**src/rtl/axil_bram_pkg.sv**
```systemverilog
// Shared types and constants for the AXI4-Lite BRAM port controller.
package axil_bram_pkg;

  typedef enum logic [2:0] {
    ST_IDLE,
    ST_WR_EXEC,
    ST_RD_EXEC,
    ST_RD_WAIT,
    ST_B_RESP,
    ST_R_RESP
  } state_e;

  localparam logic [1:0] RESP_OKAY   = 2'b00;
  localparam logic [1:0] RESP_SLVERR = 2'b10;

  // Number of low address bits that select a byte within one data word.
  function automatic int byte_off(input int data_w);
    return $clog2(data_w / 8);
  endfunction

endpackage

```
**src/rtl/rr_arb2.sv**
```systemverilog
// Two-requester round-robin arbiter; req[0] = write, req[1] = read.
module rr_arb2 (
  input  logic       clk_i,
  input  logic       rst_i,
  input  logic [1:0] req_i,
  input  logic       accept_i,
  output logic [1:0] gnt_o
);

  logic prio_q, prio_d;

  always_ff @(posedge clk_i or posedge rst_i) begin
    if (rst_i) prio_q <= 1'b0;
    else       prio_q <= prio_d;
  end

  always_comb begin
    gnt_o  = 2'b00;
    prio_d = prio_q;
    case (req_i)
      2'b01:   gnt_o = 2'b01;
      2'b10:   gnt_o = 2'b10;
      2'b11:   gnt_o = prio_q ? 2'b10 : 2'b01;
      default: gnt_o = 2'b00;
    endcase
    // Any accepted grant hands priority to the other direction.
    if (accept_i && (gnt_o != 2'b00)) prio_d = gnt_o[0];
  end

endmodule

```
**src/rtl/axil_bram_port_ctrl.sv**
```systemverilog
// AXI4-Lite slave owning a single-port BRAM; serialises write and read
// transactions with round-robin arbitration and range checking.
//   state      | meaning
//   IDLE       | waiting for a request, readies may be asserted
//   WR_EXEC    | registered BRAM write cycle
//   RD_EXEC    | registered BRAM read enable cycle
//   RD_WAIT    | BRAM read data returning, captured into rdata
//   B_RESP     | write response held until bready
//   R_RESP     | read response held until rready
module axil_bram_port_ctrl
  import axil_bram_pkg::*;
#(
  parameter int ADDR_W  = 32,
  parameter int DATA_W  = 32,
  parameter int BRAM_AW = 10,
  parameter int CNT_W   = 16
) (
  input  logic                  clk_i,
  input  logic                  rst_i,
  input  logic                  awvalid_i,
  output logic                  awready_o,
  input  logic [ADDR_W-1:0]     awaddr_i,
  input  logic                  wvalid_i,
  output logic                  wready_o,
  input  logic [DATA_W-1:0]     wdata_i,
  input  logic [DATA_W/8-1:0]   wstrb_i,
  output logic                  bvalid_o,
  input  logic                  bready_i,
  output logic [1:0]            bresp_o,
  input  logic                  arvalid_i,
  output logic                  arready_o,
  input  logic [ADDR_W-1:0]     araddr_i,
  output logic                  rvalid_o,
  input  logic                  rready_i,
  output logic [DATA_W-1:0]     rdata_o,
  output logic [1:0]            rresp_o,
  output logic                  bram_en_o,
  output logic [DATA_W/8-1:0]   bram_we_o,
  output logic [BRAM_AW-1:0]    bram_addr_o,
  output logic [DATA_W-1:0]     bram_wdata_o,
  input  logic [DATA_W-1:0]     bram_rdata_i,
  output logic [CNT_W-1:0]      wr_count_o,
  output logic [CNT_W-1:0]      rd_count_o,
  output logic                  busy_o
);

  localparam int OFF    = byte_off(DATA_W);
  localparam int STRB_W = DATA_W / 8;

  state_e              state_q, state_d;
  logic                bram_en_q, bram_en_d;
  logic [STRB_W-1:0]   bram_we_q, bram_we_d;
  logic [BRAM_AW-1:0]  bram_addr_q, bram_addr_d;
  logic [DATA_W-1:0]   bram_wdata_q, bram_wdata_d;
  logic [1:0]          bresp_q, bresp_d;
  logic [1:0]          rresp_q, rresp_d;
  logic [DATA_W-1:0]   rdata_q, rdata_d;
  logic [CNT_W-1:0]    wr_count_q, wr_count_d;
  logic [CNT_W-1:0]    rd_count_q, rd_count_d;

  logic                idle;
  logic [1:0]          req;
  logic [1:0]          gnt;
  logic                wr_in_rng;
  logic                rd_in_rng;
  logic [BRAM_AW-1:0]  aw_idx;
  logic [BRAM_AW-1:0]  ar_idx;

  assign idle = (state_q == ST_IDLE);
  assign req  = idle ? {arvalid_i, awvalid_i & wvalid_i} : 2'b00;

  rr_arb2 u_arb (
    .clk_i    (clk_i),
    .rst_i    (rst_i),
    .req_i    (req),
    .accept_i (idle),
    .gnt_o    (gnt)
  );

  assign wr_in_rng = ((awaddr_i >> (BRAM_AW + OFF)) == '0);
  assign rd_in_rng = ((araddr_i >> (BRAM_AW + OFF)) == '0);
  assign aw_idx    = awaddr_i[BRAM_AW+OFF-1:OFF];
  assign ar_idx    = araddr_i[BRAM_AW+OFF-1:OFF];

  // Readies are combinational from the grant, so hold them low while in reset.
  assign awready_o = gnt[0] & ~rst_i;
  assign wready_o  = gnt[0] & ~rst_i;
  assign arready_o = gnt[1] & ~rst_i;

  always_ff @(posedge clk_i or posedge rst_i) begin
    if (rst_i) begin
      state_q      <= ST_IDLE;
      bram_en_q    <= 1'b0;
      bram_we_q    <= '0;
      bram_addr_q  <= '0;
      bram_wdata_q <= '0;
      bresp_q      <= RESP_OKAY;
      rresp_q      <= RESP_OKAY;
      rdata_q      <= '0;
      wr_count_q   <= '0;
      rd_count_q   <= '0;
    end else begin
      state_q      <= state_d;
      bram_en_q    <= bram_en_d;
      bram_we_q    <= bram_we_d;
      bram_addr_q  <= bram_addr_d;
      bram_wdata_q <= bram_wdata_d;
      bresp_q      <= bresp_d;
      rresp_q      <= rresp_d;
      rdata_q      <= rdata_d;
      wr_count_q   <= wr_count_d;
      rd_count_q   <= rd_count_d;
    end
  end

  always_comb begin
    state_d      = state_q;
    bram_en_d    = 1'b0;
    bram_we_d    = '0;
    bram_addr_d  = bram_addr_q;
    bram_wdata_d = bram_wdata_q;
    bresp_d      = bresp_q;
    rresp_d      = rresp_q;
    rdata_d      = rdata_q;
    wr_count_d   = wr_count_q;
    rd_count_d   = rd_count_q;
    case (state_q)
      ST_IDLE: begin
        if (gnt[0]) begin
          if (wr_in_rng) begin
            state_d      = ST_WR_EXEC;
            bram_en_d    = 1'b1;
            bram_we_d    = wstrb_i;
            bram_addr_d  = aw_idx;
            bram_wdata_d = wdata_i;
            bresp_d      = RESP_OKAY;
          end else begin
            state_d = ST_B_RESP;
            bresp_d = RESP_SLVERR;
          end
        end else if (gnt[1]) begin
          if (rd_in_rng) begin
            state_d     = ST_RD_EXEC;
            bram_en_d   = 1'b1;
            bram_addr_d = ar_idx;
            rresp_d     = RESP_OKAY;
          end else begin
            state_d = ST_R_RESP;
            rdata_d = '0;
            rresp_d = RESP_SLVERR;
          end
        end
      end
      ST_WR_EXEC: state_d = ST_B_RESP;
      ST_RD_EXEC: state_d = ST_RD_WAIT;
      ST_RD_WAIT: begin
        rdata_d = bram_rdata_i;
        state_d = ST_R_RESP;
      end
      ST_B_RESP: begin
        if (bready_i) begin
          state_d    = ST_IDLE;
          wr_count_d = wr_count_q + 1'b1;
        end
      end
      ST_R_RESP: begin
        if (rready_i) begin
          state_d    = ST_IDLE;
          rd_count_d = rd_count_q + 1'b1;
        end
      end
      default: state_d = ST_IDLE;
    endcase
  end

  assign bvalid_o     = (state_q == ST_B_RESP);
  assign rvalid_o     = (state_q == ST_R_RESP);
  assign bresp_o      = bresp_q;
  assign rresp_o      = rresp_q;
  assign rdata_o      = rdata_q;
  assign bram_en_o    = bram_en_q;
  assign bram_we_o    = bram_we_q;
  assign bram_addr_o  = bram_addr_q;
  assign bram_wdata_o = bram_wdata_q;
  assign wr_count_o   = wr_count_q;
  assign rd_count_o   = rd_count_q;
  assign busy_o       = ~idle;

endmodule

```
**config.mk**
```make
export PLATFORM = sky130hd
export DESIGN_NAME = axil_bram_port_ctrl
export DESIGN_NICKNAME = d
export VERILOG_FILES = /design/src/rtl/axil_bram_pkg.sv /design/src/rtl/rr_arb2.sv /design/src/rtl/axil_bram_port_ctrl.sv
export SDC_FILE = /design/constraint.sdc
export NUM_CORES = 1
export LEC_CHECK = 0
export BUFFER_PORTS_ARGS = -buffer_cell sky130_fd_sc_hd__buf_2
export CAP_MARGIN = 20
export CORE_MARGIN = 3
export CORE_UTILIZATION = 45
export DETAILED_ROUTE_END_ITERATION = 10
export PLACE_DENSITY = 0.79
export SLEW_MARGIN = 20
export SYNTH_ARGS = -nofsm -noshare
export SYNTH_HDL_FRONTEND = slang
export SYNTH_SLANG_ARGS = --single-unit
```
**constraint.sdc**
```tcl
create_clock -name clk_i -period 8.18 [get_ports clk_i]
set_clock_uncertainty 0.15 [all_clocks]
set_input_delay 1.636 -clock clk_i [delete_from_list [all_inputs] [get_ports clk_i]]
set_output_delay 1.636 -clock clk_i [all_outputs]
set_load 0.05 [all_outputs]
```
==> results_dict.tcl, run 1 <==
set metrics [dict create \
    status "complete, no violations" \
    post-route-drc-count 0 \
    path_cells "buf_2, nand2_1, a211o_1, nor2_1, buf_2" \
    gp_congestion 0.797 \
    ant_nets 0 \
    cts_tree "yes" \
    crit_buf_inv 2 \
    seq_area_um2 2930 \
    clk_pin_slew_ns 0.05 \
    die_w_um 109 \
    setup-tns-final_ns 0 \
    drv_slew 0 \
    coreArea_um2 10400 \
    hold_path_class "reg -> reg" \
    synth_edf_count 0 \
    synth.area.top_cells "dfrtp_1, mux2_2, a22o_1" \
    yosys.area.top_type "dfrtp_1" \
    rsz0062_at_grt "false" \
    grt_pass1_vias 3808 \
    die_y_um 109 \
    insertion_delay_ns 0.50 \
    grt.overflow.total 0 \
    synth_commonest_cells "dfrtp_1, mux2_2, a22o_1" \
    htreeDepth 4 \
    power_leakage_nw 3.76 \
    async_flop_share_pct 100 \
    fmax_ghz 0.217 \
    viasPerCell 5.05 \
    n_fill_cell 851 \
    grt_max_degree 65 \
    postCtsSetupBuffers 0 \
    end_kind "output port" \
    cpLargestDelayFamily "compound AO/OA/AOI/OAI gates" \
    first_pass_iters 4 \
    multi_input_area_um2 1780 \
    via_count 3876 \
    cp.arrival_ns 2.81 \
    max_stage_delay_ns 0.48 \
    fin_crit_ns 4.60 \
    drt_iter0_markers 141 \
    grt_pass1_wl_um 19200 \
    numCtsBuffers 17 \
    place_area_um2 6170 \
    wirelength_um 12500 \
    post_cts_resized 0 \
    cp_slowest_cell "a211o_1" \
    synth_warnings 0 \
    syn_area_per_cell_um2 13.3 \
    setup_viol 0 \
    stdcell_area_um2 6750 \
    hold_violations 0 \
    synth_ff_type "dfrtp_1" \
    yosys.cell_count.top_type "dfrtp_1" \
    clock_sinks 117 \
    power.total_w 0.00169 \
    root_buffer "clkbuf_8" \
    drive_gt1_share_pct 54.4 \
    post-route-period-util_pct 56.2 \
    cp_common_cell "buf_2" \
    grtUsageTotal_pct 20.9 \
    cts.path.max_buffers 2 \
    synth_cell_types 45 \
    wl_per_cell_um 16.3 \
    cp_max_fo 16 \
    maxSlewHeadroom_pct 38.1 \
    area_growth_pct 40.3 \
    path_class "in -> out" \
    worstMarginPinSlew_ns 0.916 \
    ios 260 \
    syn-cell-area_um2 4810 \
    maxCapViolCount 0 \
    powerDensity_nw_per_um2 250 \
    synthCells 362 \
    antenna_found_initial 1 \
    ys_ff_latch 117 \
    dp_hpwl_um 9340 \
    start_kind "input port" \
    final_nets 758 \
    io_buffers 253 \
    ys_seq_area_share_pct 60.8 \
    start_util_pct 46.4 \
    required_ns 6.39 \
    ctsHoldBuffers 0 \
    core.rowCount 37 \
    dieArea_um2 12000 \
    synth.top_cell.area_share_pct 60.8 \
    ir_drop_mv 0.175 \
]
metrics by stage:
stage / cells / worst slack [ns] / utilization, % / hold WS, ns
6_report: 767 / 3.58 / 65.1 / 0.319
5_1_grt: 767 / 3.49 / 65.1 / 0.350
4_1_cts: 766 / 3.58 / 65.0 / 0.323
3_5_place_dp: 734 / 3.58 / 59.5 / 0.313
3_3_place_gp: 734 / 3.60 / 59.5 / 0.308
2_1_floorplan: 363 / 3.08 / - / 0.332
per-layer routing:
| layer | GRT usage (%) | up-vias | routed length [µm] |
|---|---|---|---|
| met5 | 0 | - | 0 |
| met4 | 7.03 | 0 | 139 |
| met3 | 6.46 | 12 | 803 |
| met2 | 35.0 | 157 | 6500 |
| met1 | 25.8 | 1893 | 5020 |
| li1 | - | 1814 | - |
final timing paths:
path / startpoint / end / slack (ns) / cells after the start
max: awvalid_i / wready_o / 3.58 / 5
max in group asynchronous: rst_i / bram_addr_o[3]$_DFFE_PP0P_ / 5.52 / 3
min in group asynchronous: rst_i / bram_addr_o[2]$_DFFE_PP0P_ / 1.16 / 2
min: rd_count_o[15]$_DFFE_PP0P_ / rd_count_o[15]$_DFFE_PP0P_ / 0.32 / 1
min reg2reg: rd_count_o[15]$_DFFE_PP0P_ / rd_count_o[15]$_DFFE_PP0P_ / 0.32 / 1
max reg2reg: state_q[0]$_DFFE_PP0P_ / bram_addr_o[3]$_DFFE_PP0P_ / 5.02 / 7
power breakdown:
group	switching (W)	internal [W]	leakage, nW
clock	0.000248	0.000455	0.282
combinational	0.000219	0.000102	1.88
sequential	0.0000520	0.000613	1.61
total	0.000519	0.00117	3.76
cells by family after synthesis:
| group | Yosys count | synth area share, % |
|---|---|---|
| AO/OA/AOI/OAI | 50 | 8.27 |
| XOR/XNOR | 30 | 5.46 |
| adder cells (fa/ha/maj) | 2 | 0.520 |
| buffers and inverters | 25 | 2.44 |
| flip-flops | 117 | 60.8 |
| multiplexers | 55 | 12.8 |
| other | 1 | 0.0779 |
| AND/OR/NAND/NOR | 82 | 9.57 |
flip-flops by register name, summed over array words and instances, names as in the netlist:
register and cells:
rresp_o 1, bram_en_o 1, wr_count_o 16, state_q 3, bram_addr_o 10, u_arb.prio_q 1, rdata_o 32, bram_we_o 4
bram_wdata_o 32, rd_count_o 16, bresp_o 1
cell usage in the layout, fill, tap and decap left out, types with 3 or more instances in the layout:
cell | synthesis | final
a21oi_1 | 5 | 5
a22o_1 | 32 | 32
a31oi_1 | 3 | 3
and2_1 | 4 | 4
and3_1 | 4 | 4
buf_2 | 4 | 253
clkbuf_1 | 11 | 3
clkbuf_16 | 0 | 16
clkbuf_8 | 0 | 4
clkinv_2 | 0 | 5
dfrtp_1 | 117 | 117
inv_1 | 4 | 3
mux2_1 | 3 | 3
mux2_2 | 51 | 51
nand2_1 | 15 | 15
nand3_1 | 12 | 12
nand4_1 | 8 | 8
nor2_1 | 14 | 13
nor4_1 | 8 | 8
o21ai_0 | 3 | 3
xnor2_1 | 26 | 26
xor2_1 | 4 | 4
area by class of cell:
cell class / count / area share (%)
sequential: 117 / 43.4
multi-input combinational: 221 / 26.4
timing repair buffer: 255 / 19.0
clock buffer: 23 / 6.91
tap: 136 / 2.52
clock inverter: 9 / 1.50
inverter: 5 / 0.315
antenna: 1 / 0.0371
Note: power is estimated with default switching activity, not from simulation.
==> run 2: changes to the inputs <==
Clock period 8.18 ns to 4.5 ns, I/O delays scaled along.
==> run 2 against run 1 <==
  * Critical path type is now reg -> out
  * Highest routed layer unchanged
  * Global-route usage is essentially flat
  * Combinational power grew 86%
  * Non-clock buffer count grew 4
  * Clock power grew 100%
  * Cell area grew 1.6%
  * First-iteration DRC count grew 37%
  * Largest power group unchanged
  * Clock-buffer cell count shrank 2
  * Final cell count grew 0.52%
==> results_dict.tcl, run 2 (same netlist as run 1, synthesis figures left out) <==
set metrics [dict create \
    final_util_pct 66.1 \
    switchingPower_w 0.000977 \
    area_growth_pct 42.5 \
    dieArea_um2 12000 \
    dp_cells 737 \
    clkPwrFrac_pct 44.2 \
    rsz0062_at_grt "false" \
    post-route-drc-count 0 \
    grtUsageTotal_pct 20.9 \
    io_buffers 253 \
    required_ns 3.45 \
    worstMarginPinSlew_ns 0.989 \
    pwr-share-seq_pct 37.4 \
    start_kind "register" \
    fin_crit_ns 3.46 \
    gp_congestion 0.800 \
    status "complete, no violations" \
    setup-tns-final_ns 0 \
    cts.path.max_buffers 2 \
    insertion_delay_ns 0.51 \
    first_pass_iters 4 \
    clk_pin_slew_ns 0.06 \
    ant_nets 0 \
    fmax_ghz 0.289 \
    core.rowCount 37 \
    power_leakage_nw 3.81 \
    multi_input_area_um2 1770 \
    htreeDepth 4 \
    viasPerCell 5.09 \
    drive_gt1_share_pct 54.9 \
    antenna_found_initial 1 \
    ios 260 \
    drv_slew 0 \
    post-route-period-util_pct 77.0 \
    setup_viol 0 \
    end_kind "output port" \
    final_cells 771 \
    grt_pass1_wl_um 19200 \
    n_fill_cell 795 \
    die_w_um 109 \
    seq_area_um2 2930 \
    wl_per_cell_um 16.3 \
    ctsHoldBuffers 0 \
    hold_violations 0 \
    final_common_cell "buf_2" \
    post_cts_resized 0 \
    cp_max_fo 16 \
    root_buffer "clkbuf_8" \
    grt.overflow.total 0 \
    final_cell_mix "buf_2, dfrtp_1, mux2_2" \
    wirelength_um 12600 \
    coreArea_um2 10400 \
    netSwitchingFraction_pct 30.3 \
    postCtsSetupBuffers 0 \
    path_class "reg -> out" \
    via_count 3926 \
    hold_path_class "in -> async" \
    final_nets 762 \
    maxSlewHeadroom_pct 33.1 \
    cp.arrival_ns 2.41 \
    hold_slack_ns 0.224 \
    clock_sinks 117 \
    ir_drop_mv 0.280 \
    dp_hpwl_um 9420 \
    p_int_w 0.00225 \
    p_comb_share_pct 18.5 \
    powerDensity_nw_per_um2 471 \
    grt_pass1_vias 3916 \
    power.total_w 0.00323 \
    start_util_pct 46.4 \
    drt_iter0_markers 193 \
    grt_max_degree 80 \
    numCtsBuffers 17 \
    maxCapViolCount 0 \
    cts_tree "yes" \
    die_y_um 109 \
]
## run 2: critical path, stage by stage, from the launching register on
cell and delay [ns]:
dfrtp_1 0.51, nor3_4 0.30, inv_2 0.06, a211o_1 0.53, nor2_1 0.22, buf_2 0.29
## run 2: metrics by stage
step	instance area, µm²	setup WS (ns)
6_report	6860	1.04
5_1_grt	6860	0.872
4_1_cts	6830	1.02
3_5_place_dp	6200	1.22
3_3_place_gp	6200	1.23
2_1_floorplan	4820	0.349
## run 2: layout make-up
| cell class | count | share of cell area [%] |
|---|---|---|
| antenna | 1 | 0.0365 |
| clock buffer | 21 | 6.70 |
| clock inverter | 11 | 2.50 |
| inverter | 5 | 0.310 |
| multi-input combinational | 221 | 25.9 |
| sequential | 117 | 42.7 |
| tap | 136 | 2.48 |
| timing repair buffer | 259 | 19.4 |
## run 2: metal layers
| layer | GRT usage (%) | routed length (µm) | vias up |
|---|---|---|---|
| met4 | 8.82 | 187 | 0 |
| met3 | 6.05 | 898 | 17 |
| met2 | 35.2 | 6520 | 164 |
| met5 | 0 | 0 | - |
| li1 | - | - | 1825 |
| met1 | 25.1 | 4980 | 1920 |
## run 2: worst paths after layout
kind	depth (start not counted)	from	slack, ns	to
max	5	state_q[0]$_DFFE_PP0P_	1.04	wready_o
min	2	rst_i	0.22	bram_wdata_o[25]$_DFFE_PP0P_
max reg2reg	7	state_q[0]$_DFFE_PP0P_	1.39	bram_addr_o[4]$_DFFE_PP0P_
min reg2reg	1	wr_count_o[15]$_DFFE_PP0P_	0.32	wr_count_o[15]$_DFFE_PP0P_
max in group asynchronous	4	rst_i	3.04	bram_wdata_o[16]$_DFFE_PP0P_
min in group clk_i	1	wr_count_o[15]$_DFFE_PP0P_	0.32	wr_count_o[15]$_DFFE_PP0P_
## run 2: power groups by stage
| stage | clock network (W) | registers, W | logic, W |
|---|---|---|---|
| 3_3_place_gp | 0 | 0.00122 | 0.000578 |
| 6_report | 0.00143 | 0.00121 | 0.000596 |
| 3_5_place_dp | 0 | 0.00122 | 0.000593 |
| 4_1_cts | 0.00145 | 0.00120 | 0.000598 |
| 5_1_grt | 0.00151 | 0.00122 | 0.000642 |
| 2_1_floorplan | 0 | 0.00136 | 0.000272 |
==> run 3: changes to the inputs <==
Settings changed: ABC_AREA from default to 1, PLACE_DENSITY 0.79 to 0.77.
Clock period 4.5 ns to 3.5 ns, I/O delays scaled along.
==> run 3 against run 2 <==
  * Routed wire length is 6.4% higher
  * First-iteration DRC count is 67% higher
  * Synthesized cell count is 73% higher
  * Sequential power is 31% higher
  * Worst setup slack worse by 0.52 ns
  * Sequential share of layout area is 2.5 points lower
  * Utilization is 2.6 points lower
  * Synthesized area is 11% higher
  * Register-to-register slack worse by 0.39 ns
  * Cell area is 6.2% higher
  * Highest routed layer unchanged
==> results_dict.tcl, run 3 <==
set metrics [dict create \
    power_leakage_nw 4.35 \
    ant_nets 0 \
    antenna_found_initial 0 \
    status "complete, no violations" \
    clk_pin_slew_ns 0.05 \
    hold_path_class "in -> async" \
    final_cell_mix "buf_2, nand2_1, dfrtp_1" \
    powerDensity_nw_per_um2 576 \
    synth_ff_type "dfrtp_1" \
    final_nets 1023 \
    end_kind "output port" \
    worstMarginPinSlew_ns 0.831 \
    drv_slew 0 \
    die_w_um 115 \
    root_buffer "clkbuf_16" \
    die_y_um 115 \
    setup-tns-final_ns 0 \
    wl_per_cell_um 12.9 \
    synth_edf_count 0 \
    synthCells 627 \
    grt_max_degree 65 \
    syn_area_per_cell_um2 8.49 \
    synth_commonest_cells "nand2_1, dfrtp_1, inv_1" \
    async_flop_share_pct 100 \
    htreeDepth 4 \
    path_class "reg -> out" \
    cts.path.max_buffers 2 \
    fin_crit_ns 2.98 \
    start_kind "register" \
    insertion_delay_ns 0.40 \
    syn-cell-area_um2 5320 \
    n_antenna_cell 0 \
    ctsHoldBuffers 0 \
    core.rowCount 39 \
    start_util_pct 46.4 \
    via_count 4781 \
    maxCapViolCount 0 \
    post-route-period-util_pct 85.2 \
    final_common_cell "buf_2" \
    synth.area.top_cells "dfrtp_1, nand2_1, inv_1" \
    cp.arrival_ns 2.13 \
    clock_sinks 117 \
    setup_viol 0 \
    cp_max_fo 14 \
    maxSlewHeadroom_pct 44.5 \
    io_buffers 253 \
    numCtsBuffers 17 \
    area_growth_pct 36.8 \
    ys_ff_latch 117 \
    viasPerCell 4.61 \
    ir_drop_mv 0.425 \
    yosys.area.top_type "dfrtp_1" \
    first_pass_iters 4 \
    drt_iter0_markers 323 \
    post-route-drc-count 0 \
    grt.overflow.total 0 \
    setup_ws_ns 0.518 \
    ys_seq_area_share_pct 55.0 \
    hold_slack_ns 0.326 \
    hold_violations 0 \
    n_fill_cell 1003 \
    ios 260 \
    wirelength_um 13400 \
    yosys.cell_count.top_type "nand2_1" \
    grt_pass1_vias 4527 \
    post_cts_resized 0 \
    synth_warnings 0 \
    dp_slack_ns 0.673 \
    r2r-start "state_q[0]$_DFFE_PP0P_" \
    coreArea_um2 11500 \
    required_ns 2.65 \
    stdcell_area_um2 7280 \
    cts_tree "yes" \
    dp_hpwl_um 10100 \
    synth_cell_types 31 \
    grtUsageTotal_pct 20.8 \
    drive_gt1_share_pct 34.0 \
    place_area_um2 6730 \
    synth.top_cell.area_share_pct 55.0 \
    gp_congestion 0.863 \
    grt_pass1_wl_um 21600 \
    fmax_ghz 0.335 \
    postCtsSetupBuffers 0 \
    final_util_pct 63.5 \
    startpoint "state_q[0]$_DFFE_PP0P_" \
    dieArea_um2 13200 \
    rsz0062_at_grt "false" \
]
==> run 3: changes by cell type in the layout (fill, tap and decap cells not counted), sizes merged, moves of 16 or more <==
cell	before	now
a22o	32	0
nor2	14	54
mux2	54	0
inv	7	101
xor2	4	20
xnor2	26	8
nand2	15	144
o21ai	3	71
nand3	12	64
==> run 3: worst paths after layout <==
check | endpoint | depth (start not counted) | slack, ns
max in group asynchronous | rdata_o[13]$_DFFE_PP0P_ | 3 | 2.06
max | wready_o | 6 | 0.52
min | bram_addr_o[0]$_DFFE_PP0P_ | 2 | 0.33
min in group clk_i | bram_wdata_o[4]$_DFFE_PP0P_ | 2 | 0.33
max reg2reg | bram_addr_o[7]$_DFFE_PP0P_ | 10 | 1.00
min reg2reg | bram_wdata_o[4]$_DFFE_PP0P_ | 2 | 0.33
==> run 3: where the power goes <==
group / total, W / internal, W / switching, W
Sequential: 0.00159 / 0.00146 / 0.000127
Combinational: 0.00101 / 0.000273 / 0.000740
Clock: 0.00160 / 0.00104 / 0.000554
==> run 3: routing by layer <==
metal  vias up  GRT usage (%)  routed length [µm]
met2       142           33.9                6560
met5         -              0                   0
met1      2182           25.9                5670
met3        11           7.84                1030
li1       2446              -                   -
met4         0           6.18                 117
==> run 3: logic make-up (layout without fill, tap and decap cells) <==
logic type                 after synthesis  after routing  share of synthesized area, %
DFF                                    117            117                          55.0
AOI/OAI and AO/OA                       73             73                          7.38
and+or+nand+nor                        280            280                          23.1
other                                    1              2                        0.0705
buffers and inverters                  126            392                          9.40
adders and majority gates                2              2                         0.470
xor gates and xnor gates                28             28                          4.61
==> run 3: stage by stage <==
stage	total power [W]	cells
2_1_floorplan	0.00233	628
3_3_place_gp	0.00262	1006
3_5_place_dp	0.00263	1006
4_1_cts	0.00424	1037
5_1_grt	0.00440	1037
6_report	0.00420	1037
==> run 3: worst max-delay path: stages, from the launching register on <==
cell and delay [ns]:
dfrtp_1 0.44, nor2_2 0.19, nand2_2 0.10, nor2_4 0.31
inv_2 0.19, nor2_1 0.19, buf_2 0.30
==> run 3: cell type report <==
class                           instances  area, µm²  share of cell area [%]
Clock inverter                          4       45.0                   0.619
Timing Repair Buffer                  259       1340                    18.4
Tap cell                              143        179                    2.46
Sequential cell                       117       2930                    40.2
Multi-Input combinational cell        385       1900                    26.1
Clock buffer                           27        503                    6.91
Inverter                              102        387                    5.31
